--- src/rtl/fwd_sel_gen.sv ---
`default_nettype none
// ============================================================================
// Module   : fwd_sel_gen
// Brief    : Forwarding-select generator for the 5-stage RV32I pipeline.
//            Keeps a shadow copy of rd / reg_write / mem_read for the EX,
//            MEM and WB instructions, registers the EX operand selects and
//            raises a combinational load-use stall.
// Revision : 1.0 - initial release
// ============================================================================
module fwd_sel_gen (
    input  logic       clk_i,
    input  logic       rst_i,
    input  logic       id_valid_i,
    input  logic [4:0] id_rs1_i,
    input  logic [4:0] id_rs2_i,
    input  logic       id_use_rs1_i,
    input  logic       id_use_rs2_i,
    input  logic [4:0] id_rd_i,
    input  logic       id_reg_write_i,
    input  logic       id_mem_read_i,
    input  logic       flush_i,
    input  logic       hold_i,
    output logic [1:0] fwd_a_sel_o,
    output logic [1:0] fwd_b_sel_o,
    output logic       stall_o
);

    localparam logic [1:0] C_SEL_RF  = 2'd0;
    localparam logic [1:0] C_SEL_MEM = 2'd1;
    localparam logic [1:0] C_SEL_WB  = 2'd2;
    localparam logic [1:0] C_SEL_RET = 2'd3;
    localparam logic [4:0] C_X0      = 5'd0;

    // Shadow stages: S1 = EX, S2 = MEM, S3 = WB
    logic       r_s1_valid, r_s2_valid, r_s3_valid;
    logic [4:0] r_s1_rd,    r_s2_rd,    r_s3_rd;
    logic       r_s1_rw,    r_s2_rw,    r_s3_rw;
    logic       r_s1_mr,    r_s2_mr,    r_s3_mr;
    logic [1:0] r_fwd_a_sel, r_fwd_b_sel;

    logic       w_s1_src, w_s2_src, w_s3_src;
    logic       w_a_m1, w_a_m2, w_a_m3;
    logic       w_b_m1, w_b_m2, w_b_m3;
    logic       w_a_use, w_b_use;
    logic [1:0] w_sel_a, w_sel_b;
    logic       w_stall;

    // A stage can forward only if it will really write a non-x0 register
    assign w_s1_src = r_s1_valid & r_s1_rw & (r_s1_rd != C_X0);
    assign w_s2_src = r_s2_valid & r_s2_rw & (r_s2_rd != C_X0);
    assign w_s3_src = r_s3_valid & r_s3_rw & (r_s3_rd != C_X0);

    // An operand is eligible when the ID instruction is real and reads a non-x0 source
    assign w_a_use = id_valid_i & id_use_rs1_i & (id_rs1_i != C_X0);
    assign w_b_use = id_valid_i & id_use_rs2_i & (id_rs2_i != C_X0);

    assign w_a_m1 = w_a_use & w_s1_src & (id_rs1_i == r_s1_rd);
    assign w_a_m2 = w_a_use & w_s2_src & (id_rs1_i == r_s2_rd);
    assign w_a_m3 = w_a_use & w_s3_src & (id_rs1_i == r_s3_rd);
    assign w_b_m1 = w_b_use & w_s1_src & (id_rs2_i == r_s1_rd);
    assign w_b_m2 = w_b_use & w_s2_src & (id_rs2_i == r_s2_rd);
    assign w_b_m3 = w_b_use & w_s3_src & (id_rs2_i == r_s3_rd);

    // Nearest producer wins for each operand independently
    always_comb begin
        w_sel_a = C_SEL_RF;
        if (w_a_m1)      w_sel_a = C_SEL_MEM;
        else if (w_a_m2) w_sel_a = C_SEL_WB;
        else if (w_a_m3) w_sel_a = C_SEL_RET;

        w_sel_b = C_SEL_RF;
        if (w_b_m1)      w_sel_b = C_SEL_MEM;
        else if (w_b_m2) w_sel_b = C_SEL_WB;
        else if (w_b_m3) w_sel_b = C_SEL_RET;
    end

    // A load one stage ahead cannot supply its data in time: insert one bubble
    assign w_stall = id_valid_i & ~flush_i & ~hold_i & w_s1_src & r_s1_mr
                   & (w_a_m1 | w_b_m1);

    // Shadow pipeline advance and select registration
    always_ff @(posedge clk_i or posedge rst_i) begin
        if (rst_i) begin
            r_s1_valid  <= 1'b0;
            r_s1_rd     <= C_X0;
            r_s1_rw     <= 1'b0;
            r_s1_mr     <= 1'b0;
            r_s2_valid  <= 1'b0;
            r_s2_rd     <= C_X0;
            r_s2_rw     <= 1'b0;
            r_s2_mr     <= 1'b0;
            r_s3_valid  <= 1'b0;
            r_s3_rd     <= C_X0;
            r_s3_rw     <= 1'b0;
            r_s3_mr     <= 1'b0;
            r_fwd_a_sel <= C_SEL_RF;
            r_fwd_b_sel <= C_SEL_RF;
        end else if (!hold_i) begin
            r_s2_valid <= r_s1_valid;
            r_s2_rd    <= r_s1_rd;
            r_s2_rw    <= r_s1_rw;
            r_s2_mr    <= r_s1_mr;
            r_s3_valid <= r_s2_valid;
            r_s3_rd    <= r_s2_rd;
            r_s3_rw    <= r_s2_rw;
            r_s3_mr    <= r_s2_mr;
            if (flush_i || w_stall || !id_valid_i) begin
                // Bubble enters EX; it reads nothing, so selects go to the register file
                r_s1_valid  <= 1'b0;
                r_s1_rd     <= C_X0;
                r_s1_rw     <= 1'b0;
                r_s1_mr     <= 1'b0;
                r_fwd_a_sel <= C_SEL_RF;
                r_fwd_b_sel <= C_SEL_RF;
            end else begin
                r_s1_valid  <= 1'b1;
                r_s1_rd     <= id_rd_i;
                r_s1_rw     <= id_reg_write_i;
                r_s1_mr     <= id_mem_read_i;
                r_fwd_a_sel <= w_sel_a;
                r_fwd_b_sel <= w_sel_b;
            end
        end
    end

    assign fwd_a_sel_o = r_fwd_a_sel;
    assign fwd_b_sel_o = r_fwd_b_sel;
    assign stall_o     = w_stall;

endmodule
`default_nettype wire

--- config.mk ---
export PLATFORM = sky130hd
export DESIGN_NAME = fwd_sel_gen
export DESIGN_NICKNAME = d
export VERILOG_FILES = /design/src/rtl/fwd_sel_gen.sv
export SDC_FILE = /design/constraint.sdc
export NUM_CORES = 1
export LEC_CHECK = 0
export BUFFER_PORTS_ARGS = -buffer_cell sky130_fd_sc_hd__buf_2
export CORE_ASPECT_RATIO = 0.75
export CORE_UTILIZATION = 49
export DETAILED_ROUTE_END_ITERATION = 10
export GPL_TIMING_DRIVEN = 0
export PLACE_DENSITY = 0.8
export SLEW_MARGIN = 20
export SYNTH_ARGS = -nofsm -noshare
export SYNTH_HDL_FRONTEND = slang
export SYNTH_SLANG_ARGS = --single-unit
--- constraint.sdc ---
create_clock -name clk_i -period 1.65 [get_ports clk_i]
set_input_delay 0.2475 -clock clk_i [delete_from_list [all_inputs] [get_ports clk_i]]
set_output_delay 0.2475 -clock clk_i [all_outputs]
set_load 0.01 [all_outputs]
==> results.sh, run 1 <==
export IMPL_viasPerCell=5.68
export IMPL_cts_sinks=26
export IMPL_worst_path_max_fanout=4
export IMPL_slew_limit_headroom=0.366
export IMPL_num_antenna_cells=0
export IMPL_drt_initial_drc_count=122
export IMPL_clock_latency_ns=0.28
export IMPL_setup_viol=13
export IMPL_fin_crit_sh=1.32
export IMPL_antenna_found_initial=0
export IMPL_cp_start_kind="register"
export IMPL_synth_flop_cell="dfrtp_1"
export IMPL_place_congestion=0.902
export IMPL_synth_cells=152
export IMPL_synth_cell_types=27
export IMPL_ctsHoldBuffers=0
export IMPL_syn_to_final_growth_pct=27.8
export IMPL_synth_edf_count=0
export IMPL_cp_end_kind="primary output"
export IMPL_rsz0062_at_grt="true"
export IMPL_place_ws_ns=-0.417
export IMPL_ys_seq_area_frac=0.414
export IMPL_cts_buffers=3
export IMPL_p_per_area_nw_per_um2=791
export IMPL_status="complete, but fails checks"
export IMPL_route_detailed_drc=0
export IMPL_yosysWarnings=0
export IMPL_drt_pass1_iter_count=4
export IMPL_period_minus_slack_ns=2.19
export IMPL_clk_path_buf_depth=2
export IMPL_violations="setup timing"
export IMPL_grt_use_total=0.275
export IMPL_dpl_hpwl_um=2770
export IMPL_fin_util=0.670
export IMPL_holdWs_ns=0.0507
export IMPL_p_leak_nw=0.907
export IMPL_fin_nets=221
export IMPL_maxCapViolations=0
export IMPL_synth_cell_area_um2=1570
export IMPL_port_buffers=25
export IMPL_reg2reg_depth=7
export IMPL_first_global_vias=1380
export IMPL_final_cell_mix="24 x buf_2, 20 x xnor2_1, 20 x dfrtp_1"
export IMPL_vias=1330
export IMPL_grt_pass1_wl_um=6760
export IMPL_fp_dieW_um=67.4
export IMPL_worstPathArrival_ns=1.94
export IMPL_timing_final_ws_setup_ns=-0.535
export IMPL_cts_root_buffer="clkbuf_8"
export IMPL_initial_core_util=0.524
export IMPL_rows=17
export IMPL_worstReg2RegStart="r_s1_rd[1]"
export IMPL_ys_seq_elements=26
export IMPL_mostFrequentLayoutCell="buf_2"
export IMPL_grt_max_degree=27
export IMPL_startpoint="r_s1_rd[1]"
export IMPL_die_h_um=51.0
export IMPL_cts_max_level=1
export IMPL_path_class="register to primary output"
export IMPL_ir_worst_vdd_mv=0.511
export IMPL_syn_nets=176
export IMPL_max_freq_mhz=458
export IMPL_path_clk_slew_ns=0.10
export IMPL_slew_viol_final=0
export IMPL_fp_coreArea_um2=3000
export IMPL_synth_area_per_cell_um2=10.3
export IMPL_hold_viol=0
export IMPL_place_area_um2=1750
export IMPL_finalClockSkew_ns=0.0119
export IMPL_async_flop_share=1.00
export IMPL_dieArea_um2=3440
export IMPL_num_io_pins=29
export IMPL_final_area_um2=2010
export IMPL_antenna_left=0
export IMPL_postRouteWirelength_um=4170
export IMPL_worst_pin_slew_ns=0.945
export IMPL_hold_path_class="primary input to async pin"
export IMPL_grt_ovfl_total=0
export IMPL_drive_above_1_share=0.434
export IMPL_wl_per_cell_um=17.8
export IMPL_worstPathRequired_ns=1.40
export IMPL_cts_tree="done"
what timing repair did:
item,CTS,global route
pin swaps,10,4
buffers inserted,14,1
endpoints found under the setup margin,13,13
resized for setup,17,5
metal layers:
| metal | up-vias | track usage | routed length, um |
|---|---|---|---|
| li1 | 618 | - | - |
| met1 | 663 | 0.346 | 1770 |
| met2 | 43 | 0.477 | 2120 |
| met3 | 6 | 0.0469 | 213 |
| met4 | 0 | 0.0851 | 72 |
| met5 | - | 0 | 0 |
logic make-up (layout without fill, tap and decap cells):
| family | count (synthesis) | after routing | synth area share |
|---|---|---|---|
| XOR/XNOR | 30 | 30 | 0.167 |
| AO/OA/AOI/OAI | 24 | 24 | 0.138 |
| multiplexers | 14 | 14 | 0.100 |
| buffers and inverters | 15 | 59 | 0.0406 |
| flip-flops | 26 | 26 | 0.414 |
| AND/OR/NAND/NOR | 43 | 43 | 0.140 |
final timing paths:
path	end	slack (ns)
setup / recovery	stall_o	-0.54
hold / removal	r_s3_rd[3]	0.05
setup reg to reg	r_s1_valid	-0.21
hold reg to reg	fwd_b_sel_o[0]	0.49
max in group asynchronous	r_s1_rd[4]	1.11
min in group clk_i	r_s1_rd[2]	0.20
critical path: stages, from the launching register on:
cell,delay [ns]
dfrtp_2,0.45
xor2_1,0.16
nor3_1,0.27
nand4_1,0.24
a21oi_4,0.21
buf_8,0.11
nor2b_4,0.12
buf_6,0.10
synthesized netlist by cell type (4+ instances only):
master     n  area, um^2
or4_1      5        37.5
clkbuf_1   5        18.8
mux2_2    14         158
nor2_1     4        15.0
dfrtp_1   26         651
inv_1      8        30.0
o31ai_2    8         100
nand3_1    4        20.0
xnor2_1   20         175
xor2_1    10        87.6
o211ai_1   4        30.0
nor4_1     4        25.0
nand2_1   19        71.3
state kept, by name (all words and copies together), names as in the netlist:
register	count
r_s2_rd	5
r_s1_rd	5
r_s3_rd	5
r_s1_valid	1
r_s3_valid	1
fwd_a_sel_o	2
r_s3_rw	1
r_s2_rw	1
r_s1_mr	1
r_s1_rw	1
fwd_b_sel_o	2
r_s2_valid	1
per-stage QoR:
stage / setup TNS [ns] / power [mW] / std cells
after floorplan: -0.0647 / 0.914 / 152
after global placement: -2.45 / 0.989 / 215
after detailed placement: -3.02 / 1.00 / 215
after CTS: -1.13 / 1.59 / 233
after global routing: -3.24 / 1.66 / 234
final: -2.75 / 1.59 / 234
final cells by class:
cell class                 count  area (um^2)
timing repair buffer          40          244
clock buffer                   3         41.3
sequential                    26          658
fill                         244          991
tap                           38         47.5
inverter                       8         30.0
multi-input combinational    111          920
clock inverter                 1         30.0
buffer                         7         37.5
power breakdown:
part / switching, mW / leakage (nW) / internal (mW)
combinational: 0.164 / 0.529 / 0.160
clock: 0.210 / 0.0357 / 0.325
sequential: 0.0481 / 0.342 / 0.681
Power figures use the tool's default switching activity.
==> run 2, diff against run 1 <==
- REMOVE_ABC_BUFFERS: not set -> 1
- SETUP_SLACK_MARGIN: not set -> 0.3
==> results.sh, run 2 (synthesized netlist as in run 1, its figures left out) <==
export IMPL_num_io_pins=29
export IMPL_path_clk_slew_ns=0.10
export IMPL_grt_max_degree=28
export IMPL_ctsHoldBuffers=0
export IMPL_p_sw_mw=0.413
export IMPL_max_freq_mhz=490
export IMPL_worstPathArrival_ns=1.79
export IMPL_path_buf_inv=1
export IMPL_rows=17
export IMPL_violations="setup timing"
export IMPL_cts_buffers=3
export IMPL_antenna_found_initial=0
export IMPL_wl_per_cell_um=17.4
export IMPL_fp_coreArea_um2=3000
export IMPL_postRouteWirelength_um=4060
export IMPL_place_area_um2=1730
export IMPL_final_cells=234
export IMPL_reg2reg_setup_slack_ns=-0.17
export IMPL_place_congestion=0.959
export IMPL_vias=1343
export IMPL_reg2reg_depth=8
export IMPL_finalClockSkew_ns=0.0110
export IMPL_path_class="register to primary output"
export IMPL_worst_pin_slew_ns=0.975
export IMPL_dp_cells=211
export IMPL_internal_power_mw=1.16
export IMPL_hold_path_class="primary input to async pin"
export IMPL_dpl_hpwl_um=2690
export IMPL_final_cell_mix="28 x buf_2, 20 x xnor2_1, 19 x nand2_1"
export IMPL_initial_core_util=0.524
export IMPL_reg_top3="r_s1_rd x5, r_s2_rd x5, r_s3_rd x5"
export IMPL_drive_above_1_share=0.480
export IMPL_fin_crit_sh=1.24
export IMPL_cts_root_buffer="clkbuf_8"
export IMPL_cts_sinks=26
export IMPL_mostFrequentLayoutCell="buf_2"
export IMPL_rsz0062_at_grt="true"
export IMPL_timing_final_ws_setup_ns=-0.391
export IMPL_crit_chain="xor2_1, nor3_2, nand4_2, a21oi_4, nor2b_1, buf_2"
export IMPL_clock_latency_ns=0.28
export IMPL_antenna_left=0
export IMPL_worstReg2RegStart="r_s1_rd[0]"
export IMPL_critPathMaxStageDelay_ns=0.46
export IMPL_fp_dieW_um=67.4
export IMPL_cpLargestDelayFamily="simple AND/OR/NAND/NOR gates"
export IMPL_final_fill_count=250
export IMPL_switching_share=0.262
export IMPL_port_buffers=28
export IMPL_route_detailed_drc=0
export IMPL_grt_pass1_wl_um=6420
export IMPL_slew_limit_headroom=0.349
export IMPL_hold_viol=0
export IMPL_startpoint="r_s1_rd[0]"
export IMPL_combPwrFrac=0.199
export IMPL_fin_nets=221
export IMPL_period_minus_slack_ns=2.04
export IMPL_maxCapViolations=0
export IMPL_final_area_um2=2020
export IMPL_path_depth=6
export IMPL_drt_initial_drc_count=82
export IMPL_worst_path_max_fanout=4
export IMPL_p_leak_nw=0.923
export IMPL_place_ws_ns=-0.709
export IMPL_syn_to_final_growth_pct=28.6
export IMPL_first_global_vias=1345
export IMPL_grt_use_total=0.260
export IMPL_reg2reg_to="fwd_b_sel_o[1]"
export IMPL_drt_pass1_iter_count=5
export IMPL_cp_slowest_cell="dfrtp_2"
export IMPL_clk_path_buf_depth=2
export IMPL_worstPathRequired_ns=1.40
export IMPL_cts_max_level=1
export IMPL_setup_viol=13
export IMPL_cp_end_kind="primary output"
export IMPL_viasPerCell=5.74
export IMPL_status="complete, but fails checks"
export IMPL_seq_power_share=0.461
export IMPL_clkPwrFrac=0.339
export IMPL_p_per_area_nw_per_um2=781
export IMPL_num_antenna_cells=0
export IMPL_grt_ovfl_total=0
export IMPL_dieArea_um2=3440
export IMPL_ir_worst_vdd_mv=0.560
export IMPL_critPathCapture="stall_o"
export IMPL_die_h_um=51.0
export IMPL_slew_viol_final=0
export IMPL_cts_tree="done"
export IMPL_cp_start_kind="register"
==> run 2: changes by cell type in the layout (fill, tap and decap cells not counted), moves of 3 or more <==
| cell | previous run | this run |
|---|---|---|
| clkbuf_1 | 5 | 0 |
| dfrtp_2 | 6 | 9 |
| buf_2 | 24 | 28 |
| dfrtp_1 | 20 | 17 |
==> run 2: layout make-up <==
cell class	instances	area (um^2)	area share
clock buffers	3	41.3	0.0204
inverters	8	30.0	0.0149
clock inverters	1	30.0	0.0149
well taps	38	47.5	0.0235
multi-input cells	111	907	0.449
flip-flops and latches	26	662	0.328
repair buffers	47	303	0.150
==> run 2: worst min-delay path by stage <==
stage | startpoint | end | slack (ns) | cells after the start
finish | rst_i | r_s3_rd[0] | 0.18 | 2
global route | id_rd_i[0] | r_s1_rd[0] | 0.21 | 3
CTS | rst_i | r_s3_rd[0] | 0.21 | 2
detailed placement | fwd_b_sel_o[0] | fwd_b_sel_o[0] | 0.47 | 2
global placement | fwd_b_sel_o[1] | fwd_b_sel_o[1] | 0.46 | 2
floorplan | rst_i | fwd_a_sel_o[0] | 0.29 | 1
==> run 2: repair_timing <==
item	CTS	global route
pin swaps	8	13
buffers inserted	14	5
resized for setup	22	6
setup endpoints to repair	13	13
==> run 2: worst register-to-register path, cell delays in order, from the launching register on <==
cell and delay [ns]:
dfrtp_2 0.46, nor3_1 0.28, a21oi_2 0.15, nand4_1 0.15, a21oi_4 0.09, buf_4 0.14, buf_6 0.11, buf_12 0.14
o31ai_2 0.22
==> run 2: metal layers <==
layer | global-route usage | share of wire | up-vias
met1 | 0.336 | 0.45 | 670
met3 | 0.0536 | 0.041 | 6
li1 | - | - | 622
met5 | 0 | 0 | -
met4 | 0.0674 | 0.016 | 0
met2 | 0.440 | 0.49 | 45
==> run 2: per-stage QoR <==
step | total power [mW] | setup TNS [ns] | hold WS (ns) | utilization
5_1_grt | 1.64 | -3.16 | 0.210 | 0.674
3_5_place_dp | 1.00 | -5.08 | 0.470 | 0.575
4_1_cts | 1.56 | -0.826 | 0.207 | 0.651
3_3_place_gp | 0.981 | -4.26 | 0.463 | 0.575
2_1_floorplan | 0.899 | -0.555 | 0.288 | -
6_report | 1.58 | -2.11 | 0.180 | 0.674
==> run 2: power groups by stage <==
stage | registers (mW) | clock network [mW] | logic (mW)
finish | 0.728 | 0.535 | 0.315
detailed placement | 0.749 | 0 | 0.251
CTS | 0.725 | 0.540 | 0.297
floorplan | 0.730 | 0 | 0.170
global placement | 0.745 | 0 | 0.236
global route | 0.734 | 0.565 | 0.340
